$ cat config.mk
export PLATFORM = sky130hd
export DESIGN_NAME = cbm_state_decoder_flat
export DESIGN_NICKNAME = d
export VERILOG_FILES = /design/src/rtl/cbm_state_decoder_if.sv /design/src/rtl/cbm_state_decoder.sv /design/src/flat_wrapper.sv
export SDC_FILE = /design/constraint.sdc
export NUM_CORES = 1
export LEC_CHECK = 0
export BUFFER_PORTS_ARGS = -buffer_cell sky130_fd_sc_hd__clkbuf_2
export CAP_MARGIN = 25
export CORE_MARGIN = 5
export CORE_UTILIZATION = 43
export CTS_BUF_LIST = sky130_fd_sc_hd__clkbuf_16
export DETAILED_ROUTE_END_ITERATION = 6
export SYNTH_ARGS = -nofsm -noshare
export SYNTH_HDL_FRONTEND = slang
export SYNTH_SLANG_ARGS = --single-unit
$ cat constraint.sdc
create_clock -name iCLK -period 2 [get_ports iCLK]
set_clock_uncertainty 0.2 [all_clocks]
set_input_delay 0.3 -clock iCLK [delete_from_list [all_inputs] [get_ports iCLK]]
set_output_delay 0.3 -clock iCLK [all_outputs]
set_load 0.03 [all_outputs]
$ cat src/rtl/cbm_state_decoder_if.sv
// rtl/cbm_state_decoder_if.sv - encoded-state input and decoded-state output handshake bundle
interface cbm_state_decoder_if #(
    parameter int WIDTH = 8,
    parameter int WR    = 8
);
    logic                  iValid_AS_EnInoutState;
    logic                  oReady_AS_EnInoutState;
    logic [WIDTH-1:0]      iData_AS_EnInoutState;
    logic                  oValid_BM_DecState;
    logic                  iReady_BM_DecState;
    logic [WIDTH*WR-1:0]   oData_BM_DecState;

    // master: the environment around the decoder (producer of beats, consumer of results)
    modport master (
        output iValid_AS_EnInoutState,
        output iData_AS_EnInoutState,
        output iReady_BM_DecState,
        input  oReady_AS_EnInoutState,
        input  oValid_BM_DecState,
        input  oData_BM_DecState
    );

    // slave: the decoder itself
    modport slave (
        input  iValid_AS_EnInoutState,
        input  iData_AS_EnInoutState,
        input  iReady_BM_DecState,
        output oReady_AS_EnInoutState,
        output oValid_BM_DecState,
        output oData_BM_DecState
    );
endinterface

$ cat src/rtl/cbm_state_decoder.sv
// rtl/cbm_state_decoder.sv - counts ones per lane over a window of beats into WR-bit state values
module cbm_state_decoder #(
    parameter int WIDTH  = 8,
    parameter int WR     = 8,
    parameter int WINDOW = 255
) (
    input  logic                  iCLK,
    input  logic                  iRST,
    cbm_state_decoder_if.slave    bus
);
    localparam int              CNT_W     = $clog2(WINDOW + 1);
    localparam logic [CNT_W-1:0] LAST_BEAT = CNT_W'(WINDOW - 1);

    logic [WIDTH-1:0][WR-1:0] acc_q, acc_d;
    logic [WIDTH-1:0][WR-1:0] lane_sum;
    logic [CNT_W-1:0]         beat_q, beat_d;
    logic [WIDTH*WR-1:0]      out_q, out_d;
    logic                     valid_q, valid_d;
    logic                     last_beat;
    logic                     in_ready;
    logic                     accept;
    logic                     transfer;

    assign last_beat = (beat_q == LAST_BEAT);
    // Only the closing beat needs the output register, so only it waits for a drain.
    assign in_ready  = !(last_beat && valid_q && !bus.iReady_BM_DecState);
    assign accept    = bus.iValid_AS_EnInoutState && in_ready;
    assign transfer  = valid_q && bus.iReady_BM_DecState;

    always_comb begin
        for (int k = 0; k < WIDTH; k++) begin
            lane_sum[k] = acc_q[k] + WR'(bus.iData_AS_EnInoutState[k]);
        end
    end

    always_comb begin
        acc_d   = acc_q;
        beat_d  = beat_q;
        out_d   = out_q;
        valid_d = valid_q;
        if (transfer) begin
            valid_d = 1'b0;
        end
        if (accept) begin
            if (last_beat) begin
                out_d   = lane_sum;
                valid_d = 1'b1;
                acc_d   = '0;
                beat_d  = '0;
            end else begin
                acc_d   = lane_sum;
                beat_d  = beat_q + CNT_W'(1);
            end
        end
    end

    always_ff @(posedge iCLK or negedge iRST) begin
        if (!iRST) begin
            acc_q   <= '0;
            beat_q  <= '0;
            out_q   <= '0;
            valid_q <= 1'b0;
        end else begin
            acc_q   <= acc_d;
            beat_q  <= beat_d;
            out_q   <= out_d;
            valid_q <= valid_d;
        end
    end

    assign bus.oReady_AS_EnInoutState = in_ready;
    assign bus.oValid_BM_DecState     = valid_q;
    assign bus.oData_BM_DecState      = out_q;
endmodule

$ cat src/flat_wrapper.sv
// flat-port wrapper written by rule: the top's interface ports become plain ports
module cbm_state_decoder_flat 
#(
    parameter int WIDTH  = 8,
    parameter int WR     = 8,
    parameter int WINDOW = 255
)
  (iCLK, iRST, bus_iValid_AS_EnInoutState, bus_iData_AS_EnInoutState, bus_iReady_BM_DecState, bus_oReady_AS_EnInoutState, bus_oValid_BM_DecState, bus_oData_BM_DecState);
  cbm_state_decoder_if #(.WIDTH(WIDTH), .WR(WR)) bus_i ();
  input  logic iCLK;
  input  logic iRST;
  input wire logic [$bits(bus_i.iValid_AS_EnInoutState)-1:0] bus_iValid_AS_EnInoutState;
  input wire logic [$bits(bus_i.iData_AS_EnInoutState)-1:0] bus_iData_AS_EnInoutState;
  input wire logic [$bits(bus_i.iReady_BM_DecState)-1:0] bus_iReady_BM_DecState;
  output wire logic [$bits(bus_i.oReady_AS_EnInoutState)-1:0] bus_oReady_AS_EnInoutState;
  output wire logic [$bits(bus_i.oValid_BM_DecState)-1:0] bus_oValid_BM_DecState;
  output wire logic [$bits(bus_i.oData_BM_DecState)-1:0] bus_oData_BM_DecState;
  assign bus_i.iValid_AS_EnInoutState = bus_iValid_AS_EnInoutState;
  assign bus_i.iData_AS_EnInoutState = bus_iData_AS_EnInoutState;
  assign bus_i.iReady_BM_DecState = bus_iReady_BM_DecState;
  assign bus_oReady_AS_EnInoutState = bus_i.oReady_AS_EnInoutState;
  assign bus_oValid_BM_DecState = bus_i.oValid_BM_DecState;
  assign bus_oData_BM_DecState = bus_i.oData_BM_DecState;
  cbm_state_decoder #(.WIDTH(WIDTH), .WR(WR), .WINDOW(WINDOW)) u_core (.iCLK(iCLK), .iRST(iRST), .bus(bus_i));
endmodule
==> results.cfg <==
[global_route]
grt-ovfl-total = 0
grt_pass1_wl_mm = 24.43
grt_max_degree = 49
grt_pass1_vias = 5002
antenna_found_initial = 0
grtUsageTotal_pct = 17.08

[synth]
yosysSeqAreaShare_pct = 53.57
synthTopCellsByCount = 137 x dfrtp_1, 63 x a21oi_1, 60 x nor2_1
synthesis.nets = 640
synth_most_common_cell = dfrtp_1
synth_top_area_share_pct = 53.57
synth_edf_count = 0
yosysTopAreaCell = dfrtp_1
synth_ff_type = dfrtp_1
synth_seq_cells = 137
yosys-top-cells-area = dfrtp_1 54%, xnor2_1 5.1%, a21oi_1 4.9%
synthesis.area_um2 = 6400
synth_cell_types = 40
syn_inst = 610
async_reset_ff_share_pct = 100.0
yosysWarningCount = 0
syn_area_per_cell_um2 = 10.49

[routing]
firstDrtPassIters = 4
drc_errors = 0
antenna_left = 0
num_vias = 5056
drtIter0Drc = 374
wire_per_inst_um = 18.59
totalWireLength_mm = 17.14
routed_via_density = 5.484

[worst_setup_path]
start_kind = flop
cp_slowest_cell = dfrtp_1
critPathKind = flop to primary output
cp.arrival_ns = 1.74
cp_cell_sequence = inv_1, ha_2, nand4_4, buf_6, or3_4, buf_8
crit_required_ns = 1.50
path_buf_inv = 3
critPathTopFamily = simple AND/OR/NAND/NOR gates
critPathMaxFanout = 2
cp_slowest_stage_delay_ns = 0.37
worstSetupEndpointType = primary output

[timing]
drv_slew = 0
setup-tns-final_ns = -14.43
setup_ws_ns = -0.2393
finalHoldViolations = 0
relSlewSlack_pct = 71.09
max_freq_mhz = 446.6
fin_crit_ns = 2.239
tightestPinTransition_ns = 0.4336
finalCritPeriodShare_pct = 112.0
rsz0062_at_grt = yes
setup_viol = 131

[place]
gp_congestion = 0.8523
dp_hpwl_mm = 9.789
dp_cells = 857
portBuffers = 77

[floorplan]
start_util_pct = 43.87
die_h_um = 132.0
ios = 78
fp-row-count = 44
die_area_um2 = 17420
fp.dieW_um = 132.0
core_um2 = 14590

[cts]
clk_pin_slew_worst_paths_ns = 0.06
clock_path_buffers = 2
cts_tree = built
cts_sinks = 137
clock_latency_ns = 0.42
htree_levels = 4
cts-root-buf = clkbuf_16
cts_buffers = 17

[run]
maxCapViolCount = 0

[layout]
drive_gt1_share_pct = 25.47
utilization_pct = 57.06
antenna_cells = 0
nNetsFinal = 755
fin_cells = 922
areaGrowthSynthToFinish_pct = 30.07

[pwr]
p_int_mw = 5.523
switchingPower_mw = 1.931
max-vdd-ir-drop_v = 0.0005240
swShare_pct = 25.90
p_leak_nw = 4.073
finalPower_mw = 7.453
clkPwrFrac_pct = 43.5
combPwrFrac_pct = 12.8
seq_power_share_pct = 43.7
powerDensity_nw_per_um2 = 895.4

[run_status]
outcome = complete, but fails checks
failed_checks = setup timing

[min_path]
hold_path.class = input pin to flop
[power groups by stage]
stage | Sequential (mW) | Combinational (mW) | Clock [mW]
after floorplan | 3.21 | 0.586 | 0
after global placement | 3.26 | 0.824 | 0
after detailed placement | 3.28 | 0.859 | 0
after CTS | 3.24 | 0.874 | 3.30
after global routing | 3.29 | 1.06 | 3.42
final | 3.26 | 0.952 | 3.25
[what timing repair did]
item	CTS	global route
hold buffers	1	0
buffers inserted	2	11
hold endpoints to repair	95	0
resized for setup	19	47
pin swaps	3	14
gates cloned	0	19
endpoints found under the setup margin	25	131
[metal layers]
metal  GRT usage [%]  up-vias  wire (µm)
met1           22.12     2532       7643
met2           27.65      113       8463
met4           5.771        0        259
li1                -     2385          -
met3           4.771       26        770
met5               0        -          0
[final cells by class]
class	instances	area (µm²)
Multi-Input combinational cell	425	2824
Timing Repair Buffer	130	1180
Clock buffer	17	425.4
Inverter	14	52.55
Tap cell	184	230.2
Sequential cell	137	3428
Clock inverter	15	183.9
Fill cell	1217	6265
[placed cells by master (no fill, tap or decap), types with 14 or more instances in the layout]
master / synthesis / layout
dfrtp_1: 137 / 137
clkbuf_2: 0 / 75
a21oi_1: 63 / 62
nor2_1: 60 / 58
xnor2_1: 37 / 37
o21ai_1: 3 / 33
nand3_1: 29 / 29
a22o_1: 27 / 27
clkbuf_16: 0 / 27
nand2_1: 23 / 23
and3_1: 19 / 19
o21ai_0: 50 / 19
ha_1: 18 / 17
inv_1: 14 / 16
buf_6: 2 / 15
buf_4: 0 / 14
[registers in the layout, indices dropped and copies added (netlist names)]
signal                         flops
u_core.beat_q                      8
u_core.bus.oData_BM_DecState      64
u_core.acc_q                      64
u_core.bus.oValid_BM_DecState      1
[worst min-delay path: cells and delay by family]
kind,cells,cell delay [ns]
fa+ha+maj,1,0.14
compound gates,1,0.12
buf+inv,1,0.08
[cells by family (layout without fill, tap and decap cells)]
kind of cell             Yosys count  after routing  synth area share (%)
multiplexers                      17             17                 3.382
XOR/XNOR                          48             48                 6.569
buffers and inverters             49            176                 3.519
flip-flops                       137            137                 53.57
AND/OR/NAND/NOR                  177            177                 13.90
AO/OA/AOI/OAI                    164            165                 15.54
adder cells (fa/ha/maj)           18             18                 3.519
[worst paths after layout]
kind	to	slack, ns	from	cells past startpoint
max in group asynchronous	u_core.acc_q[28]	0.84	iRST	3
max	bus_oReady_AS_EnInoutState	-0.24	u_core.beat_q[0]	6
min	u_core.acc_q[24]	0.05	bus_iData_AS_EnInoutState[3]	3
min in group asynchronous	u_core.bus.oData_BM_DecState[48]	0.17	iRST	2
min reg2reg	u_core.bus.oData_BM_DecState[17]	0.31	u_core.bus.oData_BM_DecState[17]	1
max reg2reg	u_core.acc_q[59]	-0.22	u_core.beat_q[0]	11
[per-stage QoR]
| stage | hold slack, ns | setup slack [ns] | instance area (µm²) |
|---|---|---|---|
| after floorplan | -0.1956 | -0.06913 | 6400 |
| after global placement | 0.05033 | 0.03031 | 7112 |
| after detailed placement | 0.05452 | -0.04261 | 7112 |
| after CTS | 0.04313 | -0.2790 | 7796 |
| after global routing | 0.07444 | -0.2933 | 8324 |
| final | 0.05180 | -0.2393 | 8324 |
(Power assumes the default switching activity.)
